**config.mk**
```make
export PLATFORM = sky130hd
export DESIGN_NAME = gbfact_loader_flat
export DESIGN_NICKNAME = d
export VERILOG_FILES = /design/src/rtl/gbfact_loader_if.sv /design/src/rtl/gbfact_loader.sv /design/src/flat_wrapper.sv
export SDC_FILE = /design/constraint.sdc
export NUM_CORES = 1
export LEC_CHECK = 0
export CAP_MARGIN = 40
export CORE_MARGIN = 8
export CORE_UTILIZATION = 53
export DETAILED_ROUTE_END_ITERATION = 7
export HOLD_SLACK_MARGIN = 0.02
export PLACE_DENSITY = 0.81
export REMOVE_ABC_BUFFERS = 1
export SLEW_MARGIN = 40
export SYNTH_ARGS = -nofsm -noshare
export SYNTH_HDL_FRONTEND = slang
export SYNTH_SLANG_ARGS = --single-unit
export TNS_END_PERCENT = 1
```
**constraint.sdc**
```tcl
create_clock -name clk -period 3.19 [get_ports clk]
set_input_delay 0.638 -clock clk [delete_from_list [all_inputs] [get_ports clk]]
set_output_delay 0.638 -clock clk [all_outputs]
set_load 0.01 [all_outputs]
```
**src/rtl/gbfact_loader_if.sv**
```systemverilog
// gbfact_loader_if: host beat stream into the activation loader
interface gbfact_loader_if #(parameter int BLOCK_DEPTH = 32);
  logic LOAD_Val;
  logic LOAD_IsFlg;
  logic [BLOCK_DEPTH-1:0] LOAD_Dat;
  logic LOAD_Rdy;
  modport master (output LOAD_Val, LOAD_IsFlg, LOAD_Dat, input LOAD_Rdy);
  modport slave (input LOAD_Val, LOAD_IsFlg, LOAD_Dat, output LOAD_Rdy);
endinterface

```
**src/rtl/gbfact_loader.sv**
```systemverilog
// gbfact_loader: writes compressed activation blocks (flag word + set-bit data) into the GBFACT/GBFFLGACT SRAMs
module gbfact_loader #(
  parameter int DATA_WIDTH = 8,
  parameter int BLOCK_DEPTH = 32,
  parameter int GBFACT_ADDRWIDTH = 12,
  parameter int BLK_WIDTH = 16
) (
  input  logic clk,
  input  logic rst_n,
  input  logic LOAD_Sta,
  input  logic [BLK_WIDTH-1:0] CFG_NumBlk,
  gbfact_loader_if.slave ld,
  output logic GBFACT_EnWr,
  output logic [GBFACT_ADDRWIDTH-1:0] GBFACT_AddrWr,
  output logic [DATA_WIDTH-1:0] GBFACT_DatWr,
  output logic GBFFLGACT_EnWr,
  output logic [GBFACT_ADDRWIDTH-1:0] GBFFLGACT_AddrWr,
  output logic [BLOCK_DEPTH-1:0] GBFFLGACT_DatWr,
  output logic GBFACT_Val,
  output logic GBFFLGACT_Val,
  output logic LOAD_Busy,
  output logic LOAD_Err
);
  localparam int CW = $clog2(BLOCK_DEPTH + 1);
  typedef enum logic [1:0] {IDLE, FLG, DAT, DONE} state_t;
  state_t state;
  logic [BLK_WIDTH-1:0] numBlk, blkCnt;
  logic [GBFACT_ADDRWIDTH-1:0] flgAddr, actAddr;
  logic [CW-1:0] remCnt, pop;
  logic acc, flgWr, actWr, bad, blkFin, lastBlk, start;
  assign ld.LOAD_Rdy = state == FLG || state == DAT;
  assign LOAD_Busy = ld.LOAD_Rdy;
  always_comb begin
    pop = '0;
    for (int i = 0; i < BLOCK_DEPTH; i++) pop = pop + CW'(ld.LOAD_Dat[i]);
    acc = ld.LOAD_Val && ld.LOAD_Rdy;
    flgWr = acc && state == FLG && ld.LOAD_IsFlg;
    actWr = acc && state == DAT && !ld.LOAD_IsFlg;
    bad = acc && !flgWr && !actWr;
    blkFin = (flgWr && pop == '0) || (actWr && remCnt == CW'(1));
    lastBlk = blkCnt + 1'b1 == numBlk;
    start = LOAD_Sta && (state == IDLE || state == DONE);
  end
  always_ff @(posedge clk or negedge rst_n) begin
    if (!rst_n) begin
      state <= IDLE;
      numBlk <= '0;
      blkCnt <= '0;
      flgAddr <= '0;
      actAddr <= '0;
      remCnt <= '0;
      GBFACT_EnWr <= 1'b0;
      GBFACT_AddrWr <= '0;
      GBFACT_DatWr <= '0;
      GBFFLGACT_EnWr <= 1'b0;
      GBFFLGACT_AddrWr <= '0;
      GBFFLGACT_DatWr <= '0;
      GBFACT_Val <= 1'b0;
      GBFFLGACT_Val <= 1'b0;
      LOAD_Err <= 1'b0;
    end else begin
      GBFFLGACT_EnWr <= flgWr;
      GBFACT_EnWr <= actWr;
      state <= start ? (CFG_NumBlk == '0 ? DONE : FLG) : blkFin ? (lastBlk ? DONE : FLG) : flgWr ? DAT : state;
      LOAD_Err <= !start && (LOAD_Err || bad || (flgWr && &flgAddr) || (actWr && &actAddr));
      if (start) begin
        numBlk <= CFG_NumBlk;
        blkCnt <= '0;
        flgAddr <= '0;
        actAddr <= '0;
        GBFACT_Val <= CFG_NumBlk == '0;
        GBFFLGACT_Val <= CFG_NumBlk == '0;
      end
      if (flgWr) begin
        GBFFLGACT_AddrWr <= flgAddr;
        GBFFLGACT_DatWr <= ld.LOAD_Dat;
        flgAddr <= flgAddr + 1'b1;
        remCnt <= pop;
      end
      if (actWr) begin
        GBFACT_AddrWr <= actAddr;
        GBFACT_DatWr <= ld.LOAD_Dat[DATA_WIDTH-1:0];
        actAddr <= actAddr + 1'b1;
        remCnt <= remCnt - 1'b1;
      end
      if (blkFin) blkCnt <= blkCnt + 1'b1;
      if (blkFin && lastBlk) begin
        GBFACT_Val <= 1'b1;
        GBFFLGACT_Val <= 1'b1;
      end
    end
  end
endmodule

```
**src/flat_wrapper.sv**
```systemverilog
// flat-port wrapper written by rule: the top's interface ports become plain ports
module gbfact_loader_flat 
#(
  parameter int DATA_WIDTH = 8,
  parameter int BLOCK_DEPTH = 32,
  parameter int GBFACT_ADDRWIDTH = 12,
  parameter int BLK_WIDTH = 16
)
  (clk, rst_n, LOAD_Sta, CFG_NumBlk, GBFACT_EnWr, GBFACT_AddrWr, GBFACT_DatWr, GBFFLGACT_EnWr, GBFFLGACT_AddrWr, GBFFLGACT_DatWr, GBFACT_Val, GBFFLGACT_Val, LOAD_Busy, LOAD_Err, ld_LOAD_Val, ld_LOAD_IsFlg, ld_LOAD_Dat, ld_LOAD_Rdy);
  gbfact_loader_if #(.BLOCK_DEPTH(BLOCK_DEPTH)) ld_i ();
  input  logic clk;
  input  logic rst_n;
  input  logic LOAD_Sta;
  input  logic [BLK_WIDTH-1:0] CFG_NumBlk;
  output logic GBFACT_EnWr;
  output logic [GBFACT_ADDRWIDTH-1:0] GBFACT_AddrWr;
  output logic [DATA_WIDTH-1:0] GBFACT_DatWr;
  output logic GBFFLGACT_EnWr;
  output logic [GBFACT_ADDRWIDTH-1:0] GBFFLGACT_AddrWr;
  output logic [BLOCK_DEPTH-1:0] GBFFLGACT_DatWr;
  output logic GBFACT_Val;
  output logic GBFFLGACT_Val;
  output logic LOAD_Busy;
  output logic LOAD_Err;
  input wire logic [$bits(ld_i.LOAD_Val)-1:0] ld_LOAD_Val;
  input wire logic [$bits(ld_i.LOAD_IsFlg)-1:0] ld_LOAD_IsFlg;
  input wire logic [$bits(ld_i.LOAD_Dat)-1:0] ld_LOAD_Dat;
  output wire logic [$bits(ld_i.LOAD_Rdy)-1:0] ld_LOAD_Rdy;
  assign ld_i.LOAD_Val = ld_LOAD_Val;
  assign ld_i.LOAD_IsFlg = ld_LOAD_IsFlg;
  assign ld_i.LOAD_Dat = ld_LOAD_Dat;
  assign ld_LOAD_Rdy = ld_i.LOAD_Rdy;
  gbfact_loader #(.DATA_WIDTH(DATA_WIDTH), .BLOCK_DEPTH(BLOCK_DEPTH), .GBFACT_ADDRWIDTH(GBFACT_ADDRWIDTH), .BLK_WIDTH(BLK_WIDTH)) u_core (.clk(clk), .rst_n(rst_n), .LOAD_Sta(LOAD_Sta), .CFG_NumBlk(CFG_NumBlk), .ld(ld_i), .GBFACT_EnWr(GBFACT_EnWr), .GBFACT_AddrWr(GBFACT_AddrWr), .GBFACT_DatWr(GBFACT_DatWr), .GBFFLGACT_EnWr(GBFFLGACT_EnWr), .GBFFLGACT_AddrWr(GBFFLGACT_AddrWr), .GBFFLGACT_DatWr(GBFFLGACT_DatWr), .GBFACT_Val(GBFACT_Val), .GBFFLGACT_Val(GBFFLGACT_Val), .LOAD_Busy(LOAD_Busy), .LOAD_Err(LOAD_Err));
endmodule
```
Yosys cells after proc, flatten, opt, wreduce, memory -nomap -nowiden

Cells that the tools add are included.

Bits in registers: 132
Input port bits: 53
Logic and storage cells: 103

Reduce and logical (&&, ||, !) cells: 35
Mux-type cells: 14
Add/sub/neg operators: 35
Eq/ne operators: 5

Operators by type and width:

| kind                    | count |
|---|---|
| $add A6 B1 Y6           | 30 |
| $mux W12                | 3 |
| $mux W16                | 2 |
| $add A12 B1 Y12 const B | 2 |
| $reduce_and A12 Y1      | 2 |
| $add A16 B1 Y16 const B | 1 |
| $eq A16 B16 Y1          | 1 |
| $logic_not A16 Y1       | 1 |
| $logic_and A1 B1 Y1     | 14 |
| $mux W6                 | 2 |
| $mux W2                 | 5 |
| $reduce_bool A2 Y1      | 5 |
| $eq A6 B1 Y1 const B    | 1 |
| $logic_not A6 Y1        | 1 |
| $logic_or A1 B1 Y1      | 6 |
| $sub A6 B1 Y6 const B   | 1 |
| $eq A2 B2 Y1 const B    | 2 |
| $logic_not A1 Y1        | 4 |
| $reduce_bool A3 Y1      | 1 |
| $add A1 B1 Y2           | 1 |
| $eq A2 B1 Y1 const B    | 1 |
| $logic_not A2 Y1        | 1 |
| $mux W1                 | 2 |

Depth between registers and ports, before layout

Depth after elaboration: 36
Mapped depth: 20
Mapped depth without buffers: 18

Worst setup path before layout

Ideal clock, no wire load.

Kind: in2reg
Start point: in ld_LOAD_Dat[0]
End point: reg u_core.blkCnt[12]
Stages on the path: 20
Data arrival time: 5.505 ns
Setup time: 0.128 ns
Required time: 3.062 ns
Path slack: -2.443 ns
Cells stage by stage: ha_1 > inv_1 > fa_1 > inv_1 > fa_1 > fa_1 > fa_1 > fa_1 > inv_1 > fa_1 > inv_1 > fa_1 > nor3_1 > nand4_1 > and2_1 > clkbuf_1 > clkbuf_1 > nor2_1 > o21ai_0 > o31ai_1

Cells in the longest elaborated chain, start to end: 35

RTL lines:

| element                                        | RTL line            | source |
|---|---|---|
| start: declaration                             | flat_wrapper.sv:27  | `input wire logic [$bits(ld_i.LOAD_Dat)-1:0] ld_LOAD_Dat;` |
| $add A1 B1 Y2 *                                | gbfact_loader.sv:35 | `for (int i = 0; i < BLOCK_DEPTH; i++) pop = pop + CW'(ld.LOAD_Dat[i]);` |
| $add A6 B1 Y6 * (30 in a row)                  | gbfact_loader.sv:35 |  |
| $logic_not A6 Y1 *                             | gbfact_loader.sv:40 | `blkFin = (flgWr && pop == '0) \|\| (actWr && remCnt == CW'(1));` |
| $logic_and A1 B1 Y1 *                          | gbfact_loader.sv:40 |  |
| $logic_or A1 B1 Y1 *                           | gbfact_loader.sv:40 |  |
| $mux W16 or $reduce_bool A2 Y1 (tied branches) | n/a                 |  |
| end signal: assignment                         | gbfact_loader.sv:86 | `if (blkFin) blkCnt <= blkCnt + 1'b1;` |
| end: declaration                               | gbfact_loader.sv:27 | `logic [BLK_WIDTH-1:0] numBlk, blkCnt;` |

Mark *: on every way between the ends. The rest lies on a longest branch, timed or not.
A chain may end at the register's enable or synchronous reset.

Worst setup path in the final report

Start point: in ld_LOAD_Dat[0]
End point: reg u_core.blkCnt[6]

The elaborated chain is that of the path after synthesis.

==> metrics <==
status=complete, but fails checks; violated checks=setup timing; Fin Hold WS=roughly 0.16 ns; Row Count=41; Port Buffer Count=123; clock power share=0.212; crit path max fanout=16; DR vias/cell=between 5 and 6; Peak Freq=around 0.19 GHz; Worst Max-Slew Pin Slew=0.721 ns; Crit Reg-Reg Startpoint=u_core.blkCnt[1]; Final Max Tran Viols=0; H-tree Lvls=4; IO Pins=124; Seq pwr share=0.296; Combinational Power Share=0.492; total CTS buffers=17; WP data required=3.48 ns; fin crit share=1.67; most frequent cells in the layout=nand2_1, dfrtp_1, clkdlybuf4s50_1; Max rail drop VDD=918 µV; Max-Slew Margin vs Limit=0.520; Worst Setup Path Type=in2reg; Total GRT Usage=0.229; total grt overflow=0; r2r worst-path depth=7; Placer Congestion=roughly 0.83; post-layout min period=5.32 ns; dpl cells=1029; Clock Tree Buf Depth=2; Starting Density=0.543; PD cells=914 nW/µm²; final core area utilization=0.721; most common cell after layout, fill and taps aside=nand2_1; Routed WL per cell=17.0 µm; fraction of layout cells with a size suffix above 1=0.131; CTS tree=done; die area=between 15000 and 20000 µm²; hpwl dp=roughly 13000 µm; Via Count=5861; Syn-to-layout area delta=32.8%; #FFs+latches synth=132; Leakage Power=0.00436 µW; die height=about 130 µm; max-cap violations=0; Area contributors post-synth=dfrtp_1, nand2_1, fa_1, o21ai_0, mux2_2; final hold vios=0; P_int=approximately 5300 µW; area leader, netlist=dfrtp_1; Finished Layout Cells=1063; Synth top area share=0.482; total core area=12600 µm²; Routed WL=18100 µm; first-pass GRT wire length=30100 µm; vias in the first global route=roughly 6300; CP startpoint kind=input port; Synth Instances=736; Yosys cell types=56; Worst Skew=0.00728 ns; Num Clock Sinks=132; setup_tns=-48.84 ns; initial antenna violation count=0; cts hold-fix bufs=0; post-route ant nets=0; RSZ-0062 raised after global routing=true; Die Wd=~130 µm; Critical Path AT=5.62 ns; Net Sw Frac=0.363; Yosys warning count=0; DR DRC count=0; Hold Path Class=in2async; final worst slack=-2.13 ns; Psw=between 3000 and 4000 µW; Reg-to-Reg End=u_core.state[1]; r2r setup slk=0.46 ns; clk root buf=clkbuf_16; Tot Pwr=8320 µW; # setup viols final=25; # nets final=970; CTS clock-pin slew for the worst setup and hold paths=0.06 ns; Async SR Flop Fraction=1.00; Mean Syn Cell Area=9.31 µm²; Top FF cell, synth=dfrtp_1; antenna cells=0; Worst Setup End Kind=flop; Post-synth EDFFs=0; register area share after synthesis=0.482; Initial DRT Pass Iterations=5; origin of the worst setup path=ld_LOAD_Dat[0]; largest net degree at the start of global routing=73; worst-skew pair later-pin latency=0.42 ns; synthesized area=approximately 6900 µm²; drt first-iter violations=around 580
-- final cells by class --
cell class | instances | area [µm²]
clock buffers | 21 | 470
clock inverters | 10 | 58.8
fillers | 939 | 3520
inverters | 49 | 184
multi-input cells | 523 | 3360
flip-flops and latches | 132 | 3300
well taps | 172 | 215
repair buffers | 156 | 1510
-- cell families (layout without fill, tap and decap cells) --
family          after synthesis  count (layout)  share of synthesized area
buf+inv                      81             236                     0.0467
fa+ha+maj                    38              38                     0.0946
xor+xnor                     24              24                     0.0307
mux                          27              27                     0.0425
flops                       132             132                      0.482
compound gates              102             102                     0.0904
simple gates                332             332                      0.213
-- synth_stat cells, types with 3 or more instances --
cell,count
xnor2_1,12
clkbuf_1,20
mux2i_1,10
a21oi_1,12
nor2_1,37
nor2b_1,3
o31ai_1,5
inv_1,49
buf_4,3
o211ai_1,4
nor4_1,9
and2_1,6
xor2_1,12
o21ai_0,58
a31oi_1,3
ha_1,15
fa_1,23
nand4_1,7
buf_2,4
nand3_1,23
and3_1,8
buf_1,5
mux2_2,17
dfrtp_1,132
nor3_1,6
nand2_1,217
-- critical path, stage by stage --
cell and delay (ns):
buf_8 0.10, ha_4 0.25, inv_2 0.03, fa_1 0.51, inv_1 0.05, fa_1 0.45
fa_1 0.52, fa_1 0.43, fa_1 0.49, inv_1 0.05, fa_1 0.51, inv_2 0.04
fa_2 0.58, nor3_2 0.05, nand4_1 0.14, buf_4 0.14, and2_4 0.15, buf_12 0.15
a21oi_1 0.05, o21ai_1 0.19, o31ai_2 0.09
-- metrics by stage --
| stage | area (µm²) | setup WS, ns |
|---|---|---|
| final | 9100 | -2.13 |
| after floorplan | 6720 | -2.48 |
| after detailed placement | 8400 | -3.08 |
| after CTS | 9060 | -2.16 |
| after global placement | 8400 | -2.90 |
| after global routing | 9100 | -2.30 |
-- power by group through the flow --
stage / clock network (µW) / registers [µW] / logic, µW
after global routing: 1860 / 2510 / 4470
after CTS: 1780 / 2460 / 3940
after global placement: 0 / 2450 / 3450
after detailed placement: 0 / 2470 / 3600
after floorplan: 0 / 2540 / 1850
final: 1760 / 2460 / 4090
-- state kept, by name, summed over array words and instances (netlist names) --
| register | cells |
|---|---|
| u_core.actAddr | 12 |
| u_core.LOAD_Err | 1 |
| u_core.blkCnt | 16 |
| u_core.GBFFLGACT_EnWr | 1 |
| u_core.GBFACT_EnWr | 1 |
| u_core.GBFACT_Val | 1 |
| u_core.GBFFLGACT_DatWr | 32 |
| u_core.state | 2 |
| u_core.GBFFLGACT_AddrWr | 12 |
| u_core.remCnt | 6 |
| u_core.flgAddr | 12 |
| u_core.numBlk | 16 |
| u_core.GBFACT_DatWr | 8 |
| u_core.GBFACT_AddrWr | 12 |
-- layer usage --
| layer | vias up | GRT usage | part of all wire |
|---|---|---|---|
| li1 | 2721 | - | - |
| met1 | 2900 | 0.256 | 0.39 |
| met2 | 197 | 0.385 | 0.50 |
| met3 | 43 | 0.0796 | 0.079 |
| met4 | 0 | 0.112 | 0.032 |
| met5 | - | 0 | 0 |
-- how the worst max path moves through the flow --
stage	cells after the start	to	slack, ns
6_report	21	u_core.blkCnt[6]	-2.13
5_1_grt	21	u_core.blkCnt[3]	-2.30
4_1_cts	20	u_core.state[1]	-2.16
3_5_place_dp	20	u_core.state[1]	-3.08
3_3_place_gp	20	u_core.state[1]	-2.90
2_1_floorplan	17	u_core.blkCnt[11]	-2.48
-- timing repair --
item	in CTS	in global routing
buffers inserted	3	0
pin swaps	24	8
setup endpoints to repair	25	25
gates resized for setup	76	9
Power figures use the tool's default switching activity.
